File: src/rtl/timer_pkg.sv
// Shared types and constants for the BCD countdown timer.
// Latency: n/a (declarations only).
// Backpressure: n/a.
package timer_pkg;

    typedef enum logic [1:0] {
        ST_IDLE  = 2'd0,
        ST_RUN   = 2'd1,
        ST_ENDED = 2'd2
    } state_t;

    typedef logic [3:0] bcd_t;

    localparam int SEC_MAX = 59;

    function automatic logic [7:0] to_bcd(input int v);
        return {4'(v / 10), 4'(v % 10)};
    endfunction

endpackage

File: src/rtl/bcd_field_counter.sv
// Two-digit BCD counter, modulo MAX+1, with a clear, a load, an increment and a borrow-chained decrement.
// Latency: q updates one cycle after the control strobe; borrow_out is combinational.
// Backpressure: none; every strobe is acted on in the cycle it is seen (clr > load > dec > inc).
module bcd_field_counter
    import timer_pkg::*;
#(
    parameter int MAX = 59
) (
    input  logic       clk,
    input  logic       rst,
    input  logic       inc,
    input  logic       dec,
    input  logic       clr,
    input  logic       load,
    input  logic [7:0] load_val,
    input  logic       borrow_in,
    output logic       borrow_out,
    output logic [7:0] q
);

    localparam logic [7:0] MAX_BCD = to_bcd(MAX);

    bcd_t       lo;
    bcd_t       hi;
    logic [7:0] q_inc;
    logic [7:0] q_dec;

    assign lo = q[3:0];
    assign hi = q[7:4];

    // A field only steps down when every lower field is wrapping through zero.
    assign borrow_out = dec & borrow_in & (q == 8'h00);

    always_comb begin
        q_inc = {hi, lo + 4'd1};
        if (q == MAX_BCD) begin
            q_inc = 8'h00;
        end else if (lo == 4'd9) begin
            q_inc = {hi + 4'd1, 4'd0};
        end
    end

    always_comb begin
        q_dec = {hi, lo - 4'd1};
        if (q == 8'h00) begin
            q_dec = MAX_BCD;
        end else if (lo == 4'd0) begin
            q_dec = {hi - 4'd1, 4'd9};
        end
    end

    always_ff @(posedge clk or posedge rst) begin
        if (rst) begin
            q <= 8'h00;
        end else if (clr) begin
            q <= 8'h00;
        end else if (load) begin
            q <= load_val;
        end else if (dec && borrow_in) begin
            q <= q_dec;
        end else if (inc) begin
            q <= q_inc;
        end
    end

endmodule

File: src/rtl/countdown_timer_core.sv
// BCD countdown timer: edit while idle, count down at 1 Hz while running, blink the display once ended.
// Latency: all outputs registered; DIGITS change the cycle after the causing strobe or tick.
// Backpressure: none; strobes are single-cycle pulses resolved by fixed priority.
module countdown_timer_core
    import timer_pkg::*;
#(
    parameter int CLK_HZ      = 25_175_000,
    parameter int FIELDS      = 2,
    parameter int TOP_MAX     = 59,
    parameter int AUTO_RELOAD = 0,
    parameter int BLINK_DIV   = 2
) (
    input  logic                MCLK,
    input  logic                RST,
    input  logic                START_STOP,
    input  logic                CLEAR,
    input  logic                INC_SEC,
    input  logic                INC_MIN,
    input  logic                INC_HR,
    output logic [8*FIELDS-1:0] DIGITS,
    output logic                RUNNING,
    output logic                ENDED,
    output logic                DONE,
    output logic                BLINK,
    output logic                TICK
);

    localparam int DW   = 8 * FIELDS;
    localparam int PW   = (CLK_HZ > 1) ? $clog2(CLK_HZ) : 1;
    localparam int HALF = CLK_HZ / BLINK_DIV;
    localparam int BW   = (HALF > 1) ? $clog2(HALF) : 1;

    state_t        state_q;
    state_t        state_d;
    logic [DW-1:0] preset_q;
    logic [PW-1:0] presc_q;
    logic [BW-1:0] blink_cnt_q;

    logic          clr_all;
    logic          load_all;
    logic          dec;
    logic          inc_en;
    logic          capture;
    logic          presc_clr;
    logic          done_d;
    logic          tick_d;
    logic          tick_now;
    logic          is_zero;
    logic          is_one;

    logic [2:0]    inc_all;
    logic [FIELDS:0] borrow;
    logic          unused_inc;
    logic          unused_borrow;

    assign inc_all       = {INC_HR, INC_MIN, INC_SEC};
    assign unused_inc    = inc_all[2];
    assign borrow[0]     = 1'b1;
    assign unused_borrow = borrow[FIELDS];

    genvar gi;
    generate
        for (gi = 0; gi < FIELDS; gi++) begin : g_field
            localparam int FMAX = (gi == FIELDS - 1) ? TOP_MAX : SEC_MAX;
            bcd_field_counter #(.MAX(FMAX)) u_field (
                .clk        (MCLK),
                .rst        (RST),
                .inc        (inc_en & inc_all[gi]),
                .dec        (dec),
                .clr        (clr_all),
                .load       (load_all),
                .load_val   (preset_q[8*gi +: 8]),
                .borrow_in  (borrow[gi]),
                .borrow_out (borrow[gi+1]),
                .q          (DIGITS[8*gi +: 8])
            );
        end
    endgenerate

    assign is_zero  = (DIGITS == '0);
    assign is_one   = (DIGITS == DW'(1));
    assign tick_now = (state_q == ST_RUN) && (presc_q == PW'(CLK_HZ - 1));

    always_comb begin
        state_d   = state_q;
        clr_all   = 1'b0;
        load_all  = 1'b0;
        dec       = 1'b0;
        inc_en    = 1'b0;
        capture   = 1'b0;
        presc_clr = 1'b0;
        done_d    = 1'b0;
        tick_d    = 1'b0;
        case (state_q)
            ST_IDLE: begin
                if (CLEAR) begin
                    clr_all = 1'b1;
                end else if (START_STOP) begin
                    if (!is_zero) begin
                        state_d   = ST_RUN;
                        capture   = 1'b1;
                        presc_clr = 1'b1;
                    end
                end else begin
                    inc_en = 1'b1;
                end
            end
            ST_RUN: begin
                // A pause landing on the tick cycle swallows that tick.
                if (START_STOP) begin
                    state_d = ST_IDLE;
                end else if (tick_now) begin
                    dec    = 1'b1;
                    tick_d = 1'b1;
                    if (is_one) begin
                        state_d = ST_ENDED;
                        done_d  = 1'b1;
                    end
                end
            end
            ST_ENDED: begin
                if (CLEAR) begin
                    state_d = ST_IDLE;
                    clr_all = 1'b1;
                end else if (START_STOP) begin
                    state_d = ST_IDLE;
                    if (AUTO_RELOAD != 0) begin
                        load_all = 1'b1;
                    end else begin
                        clr_all = 1'b1;
                    end
                end
            end
            default: state_d = ST_IDLE;
        endcase
    end

    always_ff @(posedge MCLK or posedge RST) begin
        if (RST) begin
            state_q <= ST_IDLE;
        end else begin
            state_q <= state_d;
        end
    end

    always_ff @(posedge MCLK or posedge RST) begin
        if (RST) begin
            preset_q <= '0;
        end else if (capture) begin
            preset_q <= DIGITS;
        end
    end

    always_ff @(posedge MCLK or posedge RST) begin
        if (RST) begin
            presc_q <= '0;
        end else if (presc_clr || tick_now) begin
            presc_q <= '0;
        end else if (state_q == ST_RUN) begin
            presc_q <= presc_q + PW'(1);
        end
    end

    // Blink phase restarts dark on every entry to ENDED.
    always_ff @(posedge MCLK or posedge RST) begin
        if (RST) begin
            blink_cnt_q <= '0;
            BLINK       <= 1'b1;
        end else if (state_d == ST_ENDED && state_q != ST_ENDED) begin
            blink_cnt_q <= '0;
            BLINK       <= 1'b0;
        end else if (state_d == ST_ENDED) begin
            if (blink_cnt_q == BW'(HALF - 1)) begin
                blink_cnt_q <= '0;
                BLINK       <= ~BLINK;
            end else begin
                blink_cnt_q <= blink_cnt_q + BW'(1);
            end
        end else begin
            blink_cnt_q <= '0;
            BLINK       <= 1'b1;
        end
    end

    always_ff @(posedge MCLK or posedge RST) begin
        if (RST) begin
            RUNNING <= 1'b0;
            ENDED   <= 1'b0;
            DONE    <= 1'b0;
            TICK    <= 1'b0;
        end else begin
            RUNNING <= (state_d == ST_RUN);
            ENDED   <= (state_d == ST_ENDED);
            DONE    <= done_d;
            TICK    <= tick_d;
        end
    end

endmodule

File: config.mk
export PLATFORM = sky130hd
export DESIGN_NAME = countdown_timer_core
export DESIGN_NICKNAME = d
export VERILOG_FILES = /design/src/rtl/timer_pkg.sv /design/src/rtl/bcd_field_counter.sv /design/src/rtl/countdown_timer_core.sv
export SDC_FILE = /design/constraint.sdc
export NUM_CORES = 1
export LEC_CHECK = 0
export BUFFER_PORTS_ARGS = -buffer_cell sky130_fd_sc_hd__buf_2
export CAP_MARGIN = 0
export CELL_PAD_IN_SITES_DETAIL_PLACEMENT = 0
export CELL_PAD_IN_SITES_GLOBAL_PLACEMENT = 1
export CORE_AREA = 2 2 97 118
export CTS_CLUSTER_DIAMETER = 100
export DETAILED_ROUTE_END_ITERATION = 8
export DIE_AREA = 0 0 99 120
export HOLD_SLACK_MARGIN = 0.1
export PLACE_DENSITY_LB_ADDON = 0.1
export SKIP_CTS_REPAIR_TIMING = 1
export SYNTH_ARGS = -nofsm -noshare
export SYNTH_HDL_FRONTEND = slang
export SYNTH_HIERARCHICAL = 1
export SYNTH_SLANG_ARGS = --single-unit
File: constraint.sdc
create_clock -name MCLK -period 8 [get_ports MCLK]
set_input_delay 0.8 -clock MCLK [delete_from_list [all_inputs] [get_ports MCLK]]
set_output_delay 0.8 -clock MCLK [all_outputs]
set_load 0.01 [all_outputs]
Word-level counts from Yosys, hierarchy flattened
Index checks and enable logic that the tools add are counted.
{"block": "totals", "regBits": 72, "latchBits": 0, "ramBits": 0, "mem_bits_ro": 0, "input_bits": 7, "out_inout_bits": 21, "word_cells": 107, "mem_count": 0}
{"block": "op_classes", "n_addsub": 10, "multipliers": 0, "div": 0, "order_cmp": 0, "eq_ne": 15, "shift": 0, "n_mux": 49, "bitwise_logic": 4, "n_reduce_logical": 17}
{"op": "$mux 8", "n": 14}
{"op": "$mux 24", "n": 3}
{"op": "$mux 25", "n": 2}
{"op": "$add 25x1->25 const B", "n": 1}
{"op": "$eq 25x25->1 const B", "n": 1}
{"op": "$add 24x1->24 const B", "n": 1}
{"op": "$eq 24x24->1 const B", "n": 1}
{"op": "$mux 1", "n": 20}
{"op": "$add 4x1->4 const B", "n": 4}
{"op": "$eq 16x1->1 const B", "n": 1}
{"op": "$eq 8x7->1 const B", "n": 2}
{"op": "$logic_not 16->1", "n": 1}
{"op": "$logic_not 8->1", "n": 2}
{"op": "$mux 2", "n": 8}
{"op": "$sub 4x1->4 const B", "n": 4}
{"op": "$eq 4x4->1 const B", "n": 2}
{"op": "$logic_not 4->1", "n": 2}
{"op": "$reduce_bool 4->1", "n": 2}
{"op": "$pmux 2 s3", "n": 1}
{"op": "$reduce_and 3->1", "n": 2}
{"op": "$reduce_bool 3->1", "n": 2}
{"op": "$eq 2x1->1 const B", "n": 2}
{"op": "$eq 2x2->1 const B", "n": 2}
{"op": "$ne 4x2->1 const B", "n": 1}
{"op": "10 further kinds", "n": 14}

Depth between registers and ports, before layout
{"block": "logic_depth", "word_depth": 9, "ltp_mapped": 15, "ltp_nobuf": 13}

Cells and area by module
The synthesis kept the hierarchy.
{"mod": "countdown_timer_core", "n_inst": 1, "cells_per_inst": 409, "area_each_um2": 3726.1, "seq_area_each_um2": 1803.0}
{"mod": "bcd_field_counter", "n_inst": 2, "cells_per_inst": 113, "area_each_um2": 877.1, "seq_area_each_um2": 200.2}

Worst setup path before layout
OpenSTA, ideal clock, no wires.
{"block": "synth_path", "path_type": "register to register", "start": "register presc_q[0]", "end": "register g_field[1].u_field.q[0]", "setup_ns": 0.078, "arrival_time_ns": 3.900, "required_ns": 7.922, "slack_ns": 4.022, "path_stages_with_launch": 15, "n_path_buf": 2, "period_less_slack_ns": 3.978, "cell_sequence": "dfrtp_1 -> ha_1 -> or4bb_1 -> nor2_1 -> nand3_1 -> nor3_1 -> nand3_2 -> or3_1 -> buf_6 -> nor2_1 -> nand3_2 -> or3_1 -> buf_6 -> a311o_1 -> a21oi_1"}
{"block": "synth_between", "elab_chain_cells": 9, "elab_cells_between_ends": 10, "cone_classes": "1 x eq/ne; 5 x mux; 1 x bitwise; 3 x reduce/logical"}
{"element": "from (decl)", "line_no": "countdown_timer_core.sv:36", "rtl": "logic [PW-1:0] presc_q;"}
{"element": "from (signal assigned)", "line_no": "countdown_timer_core.sv:160", "rtl": "presc_q <= presc_q + PW'(1);"}
{"element": "$eq 25x25->1 (*)", "line_no": "countdown_timer_core.sv:82", "rtl": "assign tick_now = (state_q == ST_RUN) && (presc_q == PW'(CLK_HZ - 1));"}
{"element": "$logic_and 1x1->1 (*)", "line_no": "countdown_timer_core.sv:82"}
{"element": "$mux 1 (*)", "line_no": "countdown_timer_core.sv:112", "rtl": "end else if (tick_now) begin"}
{"element": "$mux 1 (*)", "line_no": "countdown_timer_core.sv:110", "rtl": "if (START_STOP) begin"}
{"element": "$mux 1 (*)", "line_no": "countdown_timer_core.sv:94", "rtl": "case (state_q)"}
{"element": "named net dec", "line_no": "countdown_timer_core.sv:41", "rtl": "logic dec;"}
{"element": "$and 1x1->1 (*)", "line_no": "bcd_field_counter.sv:32", "rtl": "assign borrow_out = dec & borrow_in & (q == 8'h00);"}
{"element": "named net borrow[1]", "line_no": "countdown_timer_core.sv:52", "rtl": "logic [FIELDS:0] borrow;"}
{"element": "$logic_and 1x1->1 (*)", "line_no": "bcd_field_counter.sv:59", "rtl": "end else if (dec && borrow_in) begin"}
{"element": "$mux 8", "line_no": "bcd_field_counter.sv:59"}
{"element": "$mux 8", "line_no": "bcd_field_counter.sv:55", "rtl": "end else if (clr) begin"}
{"element": "to (signal assigned)", "line_no": "bcd_field_counter.sv:58", "rtl": "q <= load_val;"}
{"element": "to (signal assigned)", "line_no": "bcd_field_counter.sv:60", "rtl": "q <= q_dec;"}
{"element": "to (signal assigned)", "line_no": "bcd_field_counter.sv:62", "rtl": "q <= q_inc;"}
{"element": "to (decl)", "line_no": "bcd_field_counter.sv:18", "rtl": "output logic [7:0] q"}
Mark *: on every way through the listed nets, which the timed path passes. The rest lies on a longest branch.
A chain may end at the register's enable or synchronous reset.

Worst setup path after layout
{"block": "layout_path", "start": "register presc_q[0]", "end": "register g_field[1].u_field.q[6]"}
{"block": "layout_between", "elab_chain_cells": 9, "elab_cells_between_ends": 13, "cone_classes": "2 x eq/ne; 5 x mux; 1 x bitwise; 5 x reduce/logical"}
{"element": "$eq 25x25->1 (*)", "line_no": "countdown_timer_core.sv:82"}
{"element": "$logic_and 1x1->1 (*)", "line_no": "countdown_timer_core.sv:82"}
{"element": "$mux 1 (*)", "line_no": "countdown_timer_core.sv:112"}
{"element": "$mux 1 (*)", "line_no": "countdown_timer_core.sv:110"}
{"element": "$mux 1 (*)", "line_no": "countdown_timer_core.sv:94"}
{"element": "named net dec", "line_no": "countdown_timer_core.sv:41"}
{"element": "$and 1x1->1 (*)", "line_no": "bcd_field_counter.sv:32"}
{"element": "named net borrow[1]", "line_no": "countdown_timer_core.sv:52"}
{"element": "$logic_and 1x1->1 (*)", "line_no": "bcd_field_counter.sv:59"}
{"element": "$ne 4x2->1 (no line), or another cell as far along"}
{"element": "$reduce_and 3->1 (no line) or $mux 8 (tied branches)"}
Marks and branches as above.

==> impl_metrics.prom <==
# TYPE chip_impl_metric gauge
chip_impl_metric{name="tightestPinTransition",unit="ps"} 1070
chip_impl_info{name="holdCritPathClass",value="input pin to async pin"} 1
chip_impl_metric{name="power_report.internal_total",unit="mW"} 0.850
chip_impl_metric{name="insertion_delay",unit="ps"} 330
chip_impl_metric{name="cts.reportedPaths.clkPinSlew",unit="ps"} 60
chip_impl_metric{name="clock_power_share",unit=""} 0.398
chip_impl_metric{name="max_slew_margin",unit=""} 0.283
chip_impl_metric{name="timing.hold.ws",unit="ps"} 437
chip_impl_metric{name="clock_sink_total",unit=""} 88
chip_impl_metric{name="die-width",unit="um"} 99
chip_impl_metric{name="final.period_utilization",unit=""} 0.522
chip_impl_metric{name="final.setup_skew",unit="ps"} 5.50
chip_impl_info{name="worstReg2RegStart",value="presc_q[0]"} 1
chip_impl_metric{name="post_synth_inst_count",unit=""} 634
chip_impl_info{name="crit_path_start_kind",value="register"} 1
chip_impl_metric{name="critPathMaxFanout",unit=""} 11
chip_impl_metric{name="coreArea",unit="um2"} 10800
chip_impl_metric{name="final_nets",unit=""} 685
chip_impl_info{name="tritoncts_clock_tree",value="done"} 1
chip_impl_metric{name="syn-cell-area",unit="um2"} 5480
chip_impl_metric{name="die-area",unit="um2"} 11900
chip_impl_metric{name="max-vdd-ir-drop",unit="mV"} 0.141
chip_impl_info{name="grt_busiest_layer",value="met2"} 1
chip_impl_metric{name="cts_made_buffers",unit=""} 9
chip_impl_metric{name="drc",unit=""} 0
chip_impl_metric{name="layout.filler_cells",unit=""} 989
chip_impl_metric{name="gp_congestion",unit=""} 0.859
chip_impl_metric{name="worst_r2r_path_cells",unit=""} 14
chip_impl_metric{name="cp.required",unit="ps"} 8260
chip_impl_metric{name="power.switching",unit="mW"} 0.341
chip_impl_metric{name="met1_usage",unit=""} 0.314
chip_impl_info{name="timing.setup.critical_path_class",value="register to register"} 1
chip_impl_metric{name="routed_wl",unit="um"} 12900
chip_impl_info{name="status",value="finished, final reports clean"} 1
chip_impl_metric{name="insertedDiodeCount",unit=""} 0
chip_impl_metric{name="power_consumption",unit="mW"} 1.19
chip_impl_info{name="mostFrequentLayoutCell",value="nand2_1"} 1
chip_impl_metric{name="grt_pass1_vias",unit=""} 4561
chip_impl_metric{name="pin_count_of_the_biggest_net_entering_global_routing",unit=""} 73
chip_impl_metric{name="clock_path_buffers",unit=""} 2
chip_impl_metric{name="power-per-cell-area",unit="nW/um2"} 197
chip_impl_metric{name="avgSynthCellArea",unit="um2"} 8.64
chip_impl_metric{name="yosysWarnings",unit=""} 6
chip_impl_metric{name="grt_use_met2",unit=""} 0.377
chip_impl_metric{name="via_total_after_detailed_routing",unit=""} 4691
chip_impl_metric{name="dieHeight",unit="um"} 120
chip_impl_metric{name="hold_viol",unit=""} 0
chip_impl_metric{name="area_growth_syn_to_layout",unit="%"} 10.6
chip_impl_metric{name="place.detailed.hpwl",unit="um"} 8950
chip_impl_metric{name="core.rowCount",unit=""} 42
chip_impl_metric{name="grt_remaining_overflow",unit=""} 0
chip_impl_metric{name="detail_route.iter0.violations",unit=""} 311
chip_impl_info{name="most-common-layout-cells",value="nand2_1, dfrtp_1, nor2_1, a21oi_1, nand3_1"} 1
chip_impl_metric{name="drive_gt1_frac",unit=""} 0.0977
chip_impl_metric{name="switching_share",unit=""} 0.286
chip_impl_metric{name="port_buffers",unit=""} 26
chip_impl_metric{name="power.share.combinational",unit=""} 0.161
chip_impl_metric{name="worstPathArrival",unit="ps"} 4440
chip_impl_metric{name="power.leakage",unit="nW"} 2.73
chip_impl_info{name="worst_setup_path_endpoint",value="g_field[1].u_field/q[6]"} 1
chip_impl_metric{name="routed_wire_length_per_instance",unit="um"} 16.2
chip_impl_info{name="rsz_0062_raised_after_global_routing",value="false"} 1
chip_impl_metric{name="maxSlewViolCount",unit=""} 0
chip_impl_metric{name="max_freq",unit="GHz"} 0.239
chip_impl_metric{name="regToRegSetupSlack",unit="ps"} 3820
chip_impl_metric{name="firstDrtPassIters",unit=""} 4
chip_impl_metric{name="cts-htree-levels",unit=""} 3
chip_impl_info{name="crit_path_end_kind",value="register"} 1
chip_impl_metric{name="ant_nets",unit=""} 0
chip_impl_metric{name="antenna_found_initial",unit=""} 0
chip_impl_info{name="cts_root_buf",value="clkbuf_16"} 1
chip_impl_metric{name="timing.final.setup_violations",unit=""} 0
chip_impl_info{name="critical_path.reg2reg.endpoint",value="g_field[1].u_field/q[6]"} 1
chip_impl_metric{name="groute.usage.overall",unit=""} 0.230
chip_impl_metric{name="pin_count",unit=""} 28
chip_impl_metric{name="fin_tns_setup",unit="ps"} 0
chip_impl_metric{name="floorplan.initialDensity",unit=""} 0.508
chip_impl_metric{name="grt_first_pass_wirelength",unit="um"} 22200
chip_impl_metric{name="finalCriticalPeriod",unit="ps"} 4180
chip_impl_metric{name="grtUsageMet3",unit=""} 0.0379
chip_impl_metric{name="avgViaCountPerCell",unit=""} 5.89
chip_impl_metric{name="sequential_share_of_power",unit=""} 0.441
chip_impl_info{name="critPathLaunch",value="presc_q[0]"} 1
chip_impl_metric{name="drv_cap",unit=""} 0
==> worst max-delay path, cell delays in order, from the launching register on <==
cell,delay [ps]
dfrtp_1,390
ha_1,230
or4bb_1,550
nor2_1,130
nand3_1,250
nor3_1,210
buf_4,220
nand3_2,100
or3_1,470
nor2_1,400
nand3_2,140
or3_1,470
a211oi_1,330
o31ai_1,120
o21ai_1,90
==> power groups by stage <==
stage | combinational, mW | clock (mW) | sequential (mW)
after global placement | 0.186 | 0 | 0.531
after detailed placement | 0.191 | 0 | 0.533
final | 0.192 | 0.474 | 0.525
after CTS | 0.193 | 0.488 | 0.524
after floorplan | 0.145 | 0 | 0.522
after global routing | 0.220 | 0.511 | 0.531
==> metal layers <==
layer | vias to the layer above | wire, um
li1 | 2319 | -
met1 | 2280 | 5960
met2 | 82 | 6370
met3 | 10 | 427
met4 | 0 | 161
met5 | - | 0
==> cell type report <==
class / instances / area [um2] / share of cell area
clock inverter: 5 / 104 / 0.0171
timing repair buffer: 30 / 160 / 0.0264
inverter: 26 / 97.6 / 0.0161
tap: 132 / 165 / 0.0273
multi-input combinational: 505 / 3100 / 0.511
clock buffer: 11 / 233 / 0.0384
sequential: 88 / 2200 / 0.364
==> flip-flops by register name, summed over array words and instances, names as in the netlist <==
register	flops
preset_q	16
presc_q	25
TICK	1
g_field.u_field/q	16
DONE	1
blink_cnt_q	24
BLINK	1
ENDED	1
RUNNING	1
state_q	2
==> per-stage QoR <==
step	cell area [um2]	setup WS, ps	instances	utilization
after global placement	5720	3940	781	0.531
after floorplan	5520	4030	645	-
after detailed placement	5720	3870	781	0.531
after global routing	6060	3490	797	0.562
final	6060	3820	797	0.562
after CTS	6060	3850	797	0.562
==> worst min-delay path by stage <==
stage / end / from / depth (start not counted) / slack [ps]
5_1_grt: g_field[0].u_field/q[7] / RST / 2 / 450
4_1_cts: g_field[0].u_field/q[0] / RST / 2 / 430
3_5_place_dp: blink_cnt_q[0] / blink_cnt_q[0] / 1 / 440
6_report: g_field[0].u_field/q[3] / RST / 2 / 440
3_3_place_gp: blink_cnt_q[0] / blink_cnt_q[0] / 1 / 440
2_1_floorplan: blink_cnt_q[0] / blink_cnt_q[0] / 1 / 420
Power figures use the tool's default switching activity.
